--- src/rtl/llr_pe_array.sv ---
// llr_pe_array
// ------------
// Pipelined array of LANES LLR processing elements for a successive-
// cancellation polar decoder. Every accepted beat carries LANES pairs of
// sign-magnitude LLRs plus a mode bit. Each lane computes either the
// min-sum f function (mode 0) or the partial-sum-controlled g function
// (mode 1) with saturation to the largest representable magnitude.
//
// Pipeline: S1 registers the operands, S2 registers the results. The
// arithmetic sits between them, and the outputs come straight from S2.
//
// Handshake (both ports): a beat transfers on a rising edge where
// valid && ready are both high. A producer holds its beat stable while
// valid && !ready. in_ready is combinational from pipeline state and
// out_ready only, never from in_valid.
//
// Ports:
//   clk        clock, rising edge
//   rst_n      asynchronous active-low reset
//   in_valid   input beat valid
//   in_ready   input beat accepted when in_valid && in_ready
//   in_mode    0 = f (min-sum), 1 = g
//   in_u       partial-sum bit per lane (g only)
//   in_a       upper-branch LLRs, lane i at [i*DATA_WIDTH +: DATA_WIDTH]
//   in_b       lower-branch LLRs, same packing
//   out_valid  output beat valid
//   out_ready  downstream accepts when out_valid && out_ready
//   out_llr    result LLRs, sign-magnitude, canonical zero
//   out_sat    per-lane flag, 1 = g result was clipped
module llr_pe_array #(
  parameter int DATA_WIDTH = 8,
  parameter int LANES      = 4
) (
  input  logic                          clk,
  input  logic                          rst_n,
  input  logic                          in_valid,
  output logic                          in_ready,
  input  logic                          in_mode,
  input  logic [LANES-1:0]              in_u,
  input  logic [LANES*DATA_WIDTH-1:0]   in_a,
  input  logic [LANES*DATA_WIDTH-1:0]   in_b,
  output logic                          out_valid,
  input  logic                          out_ready,
  output logic [LANES*DATA_WIDTH-1:0]   out_llr,
  output logic [LANES-1:0]              out_sat
);

  localparam int W  = DATA_WIDTH;
  localparam int BW = LANES * DATA_WIDTH;

  // Largest magnitude, widened to the g-path arithmetic width.
  localparam logic [W:0] MAXMAG = {2'b00, {(W-1){1'b1}}};

  // One PE: returns {sat, llr}.
  function automatic logic [W:0] pe_calc(
    input logic         mode,
    input logic         u,
    input logic [W-1:0] a,
    input logic [W-1:0] b
  );
    logic [W-2:0]      ma;
    logic [W-2:0]      mb;
    logic [W-2:0]      mag;
    logic              sgn;
    logic              sat;
    logic signed [W:0] va;
    logic signed [W:0] vb;
    logic signed [W:0] r;
    logic [W:0]        abs_r;
    ma    = a[W-2:0];
    mb    = b[W-2:0];
    mag   = '0;
    sgn   = 1'b0;
    sat   = 1'b0;
    va    = '0;
    vb    = '0;
    r     = '0;
    abs_r = '0;
    if (!mode) begin
      sgn = a[W-1] ^ b[W-1];
      mag = (ma < mb) ? ma : mb;
    end else begin
      // W+1 bits hold the full +/-(2*MAXMAG) range of the sum/difference.
      va    = a[W-1] ? -$signed({2'b00, ma}) : $signed({2'b00, ma});
      vb    = b[W-1] ? -$signed({2'b00, mb}) : $signed({2'b00, mb});
      r     = u ? (vb - va) : (vb + va);
      abs_r = r[W] ? $unsigned(-r) : $unsigned(r);
      sgn   = r[W];
      if (abs_r > MAXMAG) begin
        mag = MAXMAG[W-2:0];
        sat = 1'b1;
      end else begin
        mag = abs_r[W-2:0];
      end
    end
    // A zero result is always emitted as +0, whatever the operand signs.
    if (mag == '0) sgn = 1'b0;
    return {sat, sgn, mag};
  endfunction

  // Stage 1: operands
  logic             s1_valid;
  logic             s1_mode;
  logic [LANES-1:0] s1_u;
  logic [BW-1:0]    s1_a;
  logic [BW-1:0]    s1_b;

  // Stage 2: results
  logic             s2_valid;
  logic [BW-1:0]    s2_llr;
  logic [LANES-1:0] s2_sat;

  logic             s2_adv;
  logic [BW-1:0]    calc_llr;
  logic [LANES-1:0] calc_sat;

  assign s2_adv    = !s2_valid || out_ready;
  assign in_ready  = !s1_valid || s2_adv;
  assign out_valid = s2_valid;
  assign out_llr   = s2_llr;
  assign out_sat   = s2_sat;

  always_comb begin
    calc_llr = '0;
    calc_sat = '0;
    for (int i = 0; i < LANES; i++) begin
      {calc_sat[i], calc_llr[i*W +: W]} =
        pe_calc(s1_mode, s1_u[i], s1_a[i*W +: W], s1_b[i*W +: W]);
    end
  end

  // S1 loads a new beat whenever it can pass its content on (or is empty);
  // with no new beat in that case it simply empties.
  always_ff @(posedge clk or negedge rst_n) begin
    if (!rst_n) begin
      s1_valid <= 1'b0;
      s1_mode  <= 1'b0;
      s1_u     <= '0;
      s1_a     <= '0;
      s1_b     <= '0;
    end else if (in_ready) begin
      s1_valid <= in_valid;
      if (in_valid) begin
        s1_mode <= in_mode;
        s1_u    <= in_u;
        s1_a    <= in_a;
        s1_b    <= in_b;
      end
    end
  end

  // S2 takes S1's result when it can advance; it empties when its beat
  // leaves and S1 has nothing behind it. Data is kept while stalled.
  always_ff @(posedge clk or negedge rst_n) begin
    if (!rst_n) begin
      s2_valid <= 1'b0;
      s2_llr   <= '0;
      s2_sat   <= '0;
    end else if (s2_adv) begin
      s2_valid <= s1_valid;
      if (s1_valid) begin
        s2_llr <= calc_llr;
        s2_sat <= calc_sat;
      end
    end
  end

endmodule

--- config.mk ---
export PLATFORM = sky130hd
export DESIGN_NAME = llr_pe_array
export DESIGN_NICKNAME = d
export VERILOG_FILES = /design/src/rtl/llr_pe_array.sv
export SDC_FILE = /design/constraint.sdc
export NUM_CORES = 1
export LEC_CHECK = 0
export ABC_AREA = 1
export BUFFER_PORTS_ARGS = -buffer_cell sky130_fd_sc_hd__buf_2
export CORE_AREA = 2 2 109 154
export CTS_CLUSTER_SIZE = 12
export DETAILED_ROUTE_END_ITERATION = 16
export DIE_AREA = 0 0 111 156
export HOLD_SLACK_MARGIN = 0.06
export PLACE_DENSITY = 0.9
export SYNTH_ARGS = -nofsm -noshare
export SYNTH_HDL_FRONTEND = slang
export SYNTH_SLANG_ARGS = --single-unit
--- constraint.sdc ---
create_clock -name clk -period 8.4 [get_ports clk]
set_input_delay 1.68 -clock clk [delete_from_list [all_inputs] [get_ports clk]]
set_output_delay 1.68 -clock clk [all_outputs]
set_load 0.01 [all_outputs]
==> Word level (Yosys, flattened, before mapping) <==
Index checks and enable logic that the tools add are counted.
Widths: inputs -> output; s select.
{ "word_totals": {"regBits": 107, "in_bits": 73} }
{ "op_classes": {"n_addsub": 20, "n_lt_le_gt_ge": 8, "muxes": 44, "n_bitwise": 4, "n_reduce_logical": 10} }
{ "op_table": {"columns": ["op", "n"], "rows": [
  ["$mux 9", 16],
  ["$mux 7", 12],
  ["$neg 7->9", 8],
  ["$add 9x9->9", 4],
  ["$gt 9x7->1 const B", 4],
  ["$neg 9->9", 4],
  ["$sub 9x9->9", 4],
  ["$logic_not 7->1", 4],
  ["$lt 7x7->1", 4],
  ["$mux 1", 16],
  ["$reduce_and 2->1", 2],
  ["$xor 1x1->1", 4],
  ["$logic_not 1->1", 2],
  ["$logic_or 1x1->1", 2]
]} }

==> Depth between registers and ports, before layout <==
Gate-level depths: netlist of run 1.
{ "depth": {"word_depth": 11, "mapped_depth": 31, "mapped_depth_nobuf": 31} }

==> Worst setup path after synthesis of run 1 <==
OpenSTA, ideal clock, no wires.
{ "synth_timing": {"kind": "register to register", "start": "register s1_a[0]", "end": "register s2_llr[7] (netlist: out_llr[7])", "arrival_time_ns": 3.541, "path_slack_ns": 4.743, "stages_incl_launch_ff": 30, "path_buffers": 0, "period_less_slack_ns": 3.657, "cell_sequence": "dfrtp_1 -> inv_1 -> ha_1 -> inv_1 -> nand2_1 -> xor2_1 -> nand2_1 -> or3_1 -> nand2_1 -> xor2_1 -> inv_1 -> ha_1 -> nand2_1 -> inv_1 -> nand4_1 -> nand3_2 -> nand2_1 -> nand2_1 -> a21oi_2 -> inv_2 -> nand3_4 -> nand2_4 -> nand2_2 -> nand3_1 -> o21ai_1 -> nand2_1 -> nor2_1 -> nand3_1 -> nand2_1 -> nand2_1"} }
{ "synth_between": {"elab_chain_cells": 11} }
{ "synth_rtl": {"columns": ["item", "line", "rtl"], "rows": [
  ["from (decl)", "105", "logic [BW-1:0] s1_a;"],
  ["from (signal assigned)", "146", "s1_a <= in_a;"],
  ["$neg 7->9", "84", "va = a[W-1] ? -$signed({2'b00, ma}) : $signed({2'b00, ma});"],
  ["$mux 9", "84", null],
  ["$add 9x9->9 / $sub 9x9->9 (equally long branches)", "86", "r = u ? (vb - va) : (vb + va);"],
  ["$mux 9", "86", null],
  ["$neg 9->9", "87", "abs_r = r[W] ? $unsigned(-r) : $unsigned(r);"],
  ["$mux 9", "87", null],
  ["$gt 9x7->1", "89", "if (abs_r > MAXMAG) begin"],
  ["$mux 7", "89", null],
  ["$mux 7", "79", "if (!mode) begin"],
  ["$logic_not 7->1", "97", "if (mag == '0) sgn = 1'b0;"],
  ["$mux 1 *", "97", null],
  ["to (signal assigned)", "162", "s2_llr <= calc_llr;"],
  ["to (decl)", "110", "logic [BW-1:0] s2_llr;"]
]} }
Every way passes the cells marked *; elsewhere a longest branch is shown, timed or not.
A chain may end at the register's enable or synchronous reset.

==> Worst setup path after layout of run 1 <==
Ends and elaborated chain as after synthesis.

==> flow_summary.yaml, run 1 <==
logic_synthesis:
  avgSynthCellArea_sq_um: 7.03
  synth-seq-area-share_pct: 26.2
  synth_area_sq_um: 10200
  synth_cell_types: 52
  synth_flop_cell: "dfrtp_1"
  synthCells: 1451
  syn_nets: 1600
  synth_area_leaders: "dfrtp_1 26%, nand2_1 12%, ha_1 8.8%"
  synthArstFlopShare_pct: 100
  synth_largest_area_cell: "dfrtp_1"
  ys_ff_latch: 107
  synth_edf_count: 0
  yosysTopAreaCellShare_pct: 26.2
  yosys_warnings: 0
final_layout:
  fillCellCount: 1294
  drive_gt1_share_pct: 17.1
  diodes: 0
  layout_common_cells: "333 x nand2_1, 163 x inv_1, 139 x nor2_1"
  stdcell_count: 1739
  area_growth_pct: 9.07
  final_common_cell: "nand2_1"
  fin_nets: 1684
sta:
  hold_viol: 0
  finalSetupViolations: 0
  final.setup.tns_ns: 0
  post-route-min-period_ns: 4.20
  clock_skew_ns: 0.00956
  fmax_mhz: 238
  slew-limit-headroom_pct: 34.2
  slew_violations: 0
  fin_crit_sh_pct: 50.0
  tightest_slew_ns: 0.987
  rsz0062_at_grt: "no"
routing:
  routed_wl_um: 25600
  ant_nets: 0
  first_pass_iters: 5
  via_per_inst: 5.65
  vias: 9820
  drt_iter0_drc: 649
  wl_per_cell_um: 14.7
  drc: 0
placed_design:
  gp_congestion: 0.907
  dpl.hpwl_um: 20100
  io_buffers: 110
  dp_cells: 1723
status:
  status: "completed"
die:
  die_h_um: 156
  num_io_pins: 111
  die_w_um: 111
  rows: 55
  dieArea_sq_um: 17300
  initial_utilization_pct: 64.2
  core_area_sq_um: 15900
min_path:
  hold_path.class: "reg2reg"
  worstHoldStart: "out_llr[15]"
global_route:
  grt_pass1_vias: 9561
  met2_usage_pct: 55.6
  grt_pass1_wl_um: 43100
  antenna_found_initial: 0
  grt_busiest_layer: "met2"
  grt_use_total_pct: 30.0
  grt_use_met1_pct: 33.8
  grt_use_met3_pct: 3.57
  grt_max_degree: 71
  grt-ovfl-total: 0
critical_path:
  cpPeakStageDelay_ns: 0.41
  path_max_fanout: 10
  cp.arrival_ns: 4.46
  cp_common_cell: "nand2_1"
  critPathBufInv: 5
  r2r_start: "s1_a[0]"
  end_kind: "register"
  slowest_stage: "dfrtp_1"
  worstSetupPathType: "reg2reg"
  crit_family: "simple AND/OR/NAND/NOR gates"
  regToRegSetupSlack_ns: 4.20
  crit_required_ns: 8.67
  crit_start: "s1_a[0]"
  crit_path_start_kind: "register"
power_and_ir_drop:
  peakVddDrop_v: 0.000204
  leakage_nw: 5.88
  power_density_nw_per_um2: 368
clock_tree:
  cts_setup_buffers: 0
  clk_pin_slew_ns: 0.07
  numClockSinks: 107
  cts_buffers: 9
  cts_root_buf: "clkbuf_16"
  cts_tree: "done"
  ctsResizeCount: 0
  ctsHoldBuffers: 0
  worstSkewPairLatency_ns: 0.37
  htree_levels: 3
  cts_buffer_depth: 2
job:
  drv_cap: 0
==> power by group <==
part | total [W] | switching, W | internal, W | leakage (nW)
logic | 0.00288 | 0.00183 | 0.00105 | 4.54
registers | 0.000794 | 0.000148 | 0.000646 | 1.19
clock network | 0.000427 | 0.000208 | 0.000219 | 0.146
total | 0.00410 | 0.00218 | 0.00191 | 5.88
==> state kept, by name, indices dropped and copies added, names as in the netlist <==
register   count
out_valid      1
out_llr       32
s1_valid       1
out_sat        4
s1_u           4
s1_b          32
s1_a          32
s1_mode        1
==> synth_stat cells, types with 2 or more instances <==
library cell,n
xnor2_2,2
a22oi_1,2
a41oi_1,3
nor3_1,8
a31oi_1,23
nand2_4,18
nand2_1,334
buf_6,3
o21ai_4,2
xor2_2,3
nor2_2,9
nor2_1,139
buf_4,4
o21ai_0,51
nand3_4,6
buf_2,3
nand3_2,16
a21oi_1,120
xnor2_1,20
clkbuf_1,29
ha_1,72
nor2_4,5
dfrtp_1,107
a21oi_2,4
nand4_1,24
o21ai_2,2
nand2_2,45
fa_1,4
o211ai_1,15
mux2_2,4
nand3b_1,6
xor2_1,64
nand3_1,100
o21bai_1,3
o31ai_1,3
o21ai_1,10
inv_1,163
inv_2,11
==> area by class of cell <==
type | instances | area (sq um) | area share (%)
Timing Repair Buffer | 113 | 576 | 5.17
Sequential cell | 107 | 2680 | 24.1
Inverter | 175 | 658 | 5.91
Clock buffer | 11 | 253 | 2.27
Tap cell | 199 | 249 | 2.24
Clock inverter | 5 | 36.3 | 0.326
Multi-Input combinational cell | 1129 | 6680 | 60.0
==> worst reg2reg max path, delay by kind of cell (launching register included) <==
kind,cells,cell delay [ns]
compound gates,2,0.43
simple gates,18,1.78
buf+inv,5,0.51
xor+xnor,2,0.36
fa+ha+maj,2,0.61
flops,1,0.41
==> cells by family (layout without fill, tap and decap cells) <==
family,count (synthesis),in the layout,share of synthesized area [%]
AND/OR/NAND/NOR,715,715,33.5
buffers and inverters,215,304,8.37
XOR/XNOR,89,89,8.01
multiplexers,4,4,0.441
AO/OA/AOI/OAI,245,245,13.8
flip-flops,107,107,26.2
adder cells (fa/ha/maj),76,76,9.61
==> layer usage <==
metal	part of all wire (%)	wire length, um
met5	0	0
met4	4.7	1210
met3	5.5	1410
met2	51	13200
met1	38	9810
==> path summary, 6_finish.rpt <==
kind | endpoint | cells after the start
worst max-delay path | out_llr[7] | 29
worst min register to register | out_llr[15] | 2
max in group asynchronous | s1_mode | 2
worst max register to register | out_llr[7] | 29
min in group asynchronous | s1_u[1] | 1
worst min-delay path | out_llr[15] | 2
==> through the flow <==
stage                     cell area (sq um)  total power [W]  util [%]  setup slack [ns]  hold slack [ns]
after floorplan                       10200          0.00303         -              4.74            0.513
after detailed placement              10800          0.00363      68.2              4.28            0.475
after CTS                             11100          0.00407      70.0              4.23            0.495
final                                 11100          0.00410      70.0              4.20            0.494
after global routing                  11100          0.00451      70.0              3.81            0.516
after global placement                10800          0.00353      68.2              4.39            0.464
No activity file was read; power rests on OpenSTA's default activity.
==> run 2: changes to the inputs <==
==> config.mk (replaced) <==
export PLATFORM = sky130hd
export DESIGN_NAME = llr_pe_array
export DESIGN_NICKNAME = d
export VERILOG_FILES = /design/src/rtl/llr_pe_array.sv
export SDC_FILE = /design/constraint.sdc
export NUM_CORES = 1
export LEC_CHECK = 0
export ABC_AREA = 0
export BUFFER_PORTS_ARGS = -buffer_cell sky130_fd_sc_hd__buf_2
export CORE_AREA = 2 2 110 155
export CTS_CLUSTER_SIZE = 12
export DETAILED_ROUTE_END_ITERATION = 16
export DIE_AREA = 0 0 112 157
export HOLD_SLACK_MARGIN = 0.06
export PLACE_DENSITY = 0.86
export SYNTH_ARGS = -nofsm -noshare
export SYNTH_HDL_FRONTEND = slang
export SYNTH_SLANG_ARGS = --single-unit
==> constraint.sdc (replaced) <==
create_clock -name clk -period 4.3 [get_ports clk]
set_input_delay 0.86 -clock clk [delete_from_list [all_inputs] [get_ports clk]]
set_output_delay 0.86 -clock clk [all_outputs]
set_load 0.01 [all_outputs]
==> run 2 against run 1 <==
  * Final area is 0.11% higher
  * First-iteration DRC count is 3.4% higher
  * Wire length is 1.6% higher
  * Synthesized area is 4.2% lower
  * Register-to-register slack worse by 4.0 ns
  * Synthesized cell count is 25% lower
  * Sequential share of layout area hardly changed
  * Largest power group unchanged
==> flow_summary.yaml, run 2 <==
status:
  status: "completed"
critical_path:
  end_kind: "register"
  slowest_stage: "dfrtp_1"
  crit_path_start_kind: "register"
  cpPeakStageDelay_ns: 0.41
  path_max_fanout: 7
  worstRegToRegCells: 19
  cp.arrival_ns: 4.44
  worstSetupPathType: "reg2reg"
  crit_required_ns: 4.60
  path_cells: "inv_2 -> ha_4 -> or3b_4 -> and2_0 -> o211ai_1 -> nand2_1 -> a31oi_1 -> xnor2_1 -> ha_1 -> o21a_1 -> o21a_1 -> o41ai_2 -> a21o_1 -> a211o_4 -> a22o_1 -> mux2i_4 -> nor3_2 -> o2111a_1 -> a31oi_1"
global_route:
  grt-ovfl-total: 0
  grt_pass1_vias: 8514
  grt_use_total_pct: 28.5
  grt_pass1_wl_um: 40600
  grt_max_degree: 84
  antenna_found_initial: 0
clock_tree:
  clk_pin_slew_ns: 0.08
  cts_buffers: 9
  cts_tree: "done"
  numClockSinks: 107
  htree_levels: 3
  cts_root_buf: "clkbuf_16"
  worstSkewPairLatency_ns: 0.37
  cts_buffer_depth: 2
  ctsHoldBuffers: 0
logic_synthesis:
  synthCells: 1088
  synth_area_leaders: "dfrtp_1 27%, ha_1 9.2%, mux2_2 8.5%"
  yosys_warnings: 0
  synth_top_cells_by_count: "107 x dfrtp_1, 82 x nand2_1, 74 x mux2_2, 72 x ha_1, 71 x nor2_1"
  syn_nets: 1237
  synth-seq-area-share_pct: 27.4
  ys_ff_latch: 107
  synth_flop_cell: "dfrtp_1"
  synth_area_sq_um: 9780
  synth_most_common_cell: "dfrtp_1"
  avgSynthCellArea_sq_um: 8.98
  synth_cell_types: 89
  synth_largest_area_cell: "dfrtp_1"
  yosysTopAreaCellShare_pct: 27.4
  synthArstFlopShare_pct: 100
  synth_edf_count: 0
routing:
  ant_nets: 0
  wl_per_cell_um: 18.5
  drc: 0
  routed_wl_um: 26000
  via_per_inst: 6.26
  vias: 8791
  first_pass_iters: 5
  drt_iter0_drc: 671
sta:
  fin_crit_sh_pct: 96.4
  hold_viol: 0
  fmax_mhz: 241
  rsz0062_at_grt: "yes"
  setup_slack_ns: 0.154
  final.setup.tns_ns: 0
  slew-limit-headroom_pct: 28.6
  post-route-min-period_ns: 4.15
  clock_skew_ns: 0.0115
  slew_violations: 0
  finalSetupViolations: 0
  tightest_slew_ns: 1.07
die:
  dieArea_sq_um: 17600
  rows: 55
  initial_utilization_pct: 60.7
  core_area_sq_um: 16100
  die_h_um: 157
  die_w_um: 112
  num_io_pins: 111
power_and_ir_drop:
  internal_power_w: 0.00409
  switchingPower_w: 0.00381
  power_density_nw_per_um2: 709
  comb_power_share_pct: 69.5
  clockPowerShare_pct: 10.3
  power_w: 0.00790
  netSwitchingFraction_pct: 48.2
  power_frac_seq_pct: 20.2
  peakVddDrop_v: 0.000406
  leakage_nw: 4.99
final_layout:
  area_growth_pct: 14.0
  fillCellCount: 1247
  layout_common_cells: "109 x buf_2, 105 x dfrtp_1, 80 x nand2_1"
  fin_nets: 1349
  final_common_cell: "buf_2"
  seqCellArea_sq_um: 2680
  utilization_pct: 69.2
  fin_area_sq_um: 11100
  diodes: 0
  multiInputGateArea_sq_um: 6840
  drive_gt1_share_pct: 26.8
placed_design:
  pre_cts_ws_ns: -0.163
  io_buffers: 110
  dpl_cell_area_sq_um: 10600
  gp_congestion: 0.911
  dpl.hpwl_um: 19300
min_path:
  hold_path.class: "reg2reg"
  hold_path_depth: 1
job:
  drv_cap: 0
[run 2: changes by cell type after synthesis, sizes merged, moves of 22 or more]
cell / delta
xnor2: +36
mux2: +70
nor2: -82
nand2: -315
a21oi: -78
mux2i: +28
nand4: -23
o21a: +22
nand3: -98
inv: -119
xor2: -25
[run 2: worst max-delay path: cells and delay by family (launching register included)]
family                     cells  cell delay, ns
and+or+nand+nor                4            0.74
AOI/OAI and AO/OA             10            2.00
buffers and inverters          1            0.08
adders and majority gates      2            0.48
DFF                            1            0.41
xor gates and xnor gates       1            0.11
muxes                          1            0.25
[run 2: final cells by class]
class / instances / area share, %
clock buffer: 10 / 2.05
clock inverter: 6 / 0.427
inverter: 55 / 1.85
multi-input combinational: 874 / 61.4
sequential: 107 / 24.0
tap: 199 / 2.23
timing repair buffer: 153 / 7.97
[run 2: cell families (layout without fill, tap and decap cells)]
| family | count (synthesis) | count (layout) | synth area share [%] |
|---|---|---|---|
| simple gates | 300 | 300 | 15.4 |
| compound gates | 294 | 294 | 21.6 |
| flops | 107 | 107 | 27.4 |
| buf+inv | 107 | 224 | 4.51 |
| xor+xnor | 102 | 102 | 9.50 |
| mux | 102 | 102 | 11.5 |
| fa+ha+maj | 76 | 76 | 10.0 |
[run 2: per-layer routing]
| layer | track usage [%] | wire (um) | part of all wire [%] | up-vias |
|---|---|---|---|---|
| met4 | 12.1 | 930 | 3.6 | 0 |
| li1 | - | - | - | 4159 |
| met3 | 3.62 | 1260 | 4.9 | 68 |
| met2 | 54.0 | 13600 | 52 | 310 |
| met1 | 32.0 | 10200 | 39 | 4254 |
| met5 | 0 | 0 | 0 | - |
[run 2: power groups by stage]
stage	Sequential, W	Clock [W]	Combinational (W)
finish	0.00160	0.000812	0.00549
global route	0.00162	0.000861	0.00598
CTS	0.00158	0.000819	0.00514
detailed placement	0.00160	0	0.00506
global placement	0.00159	0	0.00491
floorplan	0.00154	0	0.00391
[run 2: through the flow]
step / hold WS, ns / instances
finish: 0.475 / 1404
global route: 0.499 / 1404
CTS: 0.478 / 1394
detailed placement: 0.461 / 1377
global placement: 0.447 / 1377
floorplan: 0.471 / 1088
[run 2: final timing paths]
path,startpoint,endpoint,slack (ns)
worst max register to register,s1_a[25],out_llr[31],0.15
worst min register to register,out_llr[0],out_llr[0],0.47
min in group asynchronous,rst_n,s1_a[21],0.66
max in group asynchronous,rst_n,s1_a[0],2.65
worst min-delay path,out_llr[0],out_llr[0],0.47
worst max-delay path,s1_a[25],out_llr[31],0.15
[run 2: repair_timing]
action | 4_1_cts | 5_1_grt
pin swaps | 1 | 19
gates resized for setup | 5 | 39
buffers inserted | 1 | 10
setup endpoints to repair | 4 | 28
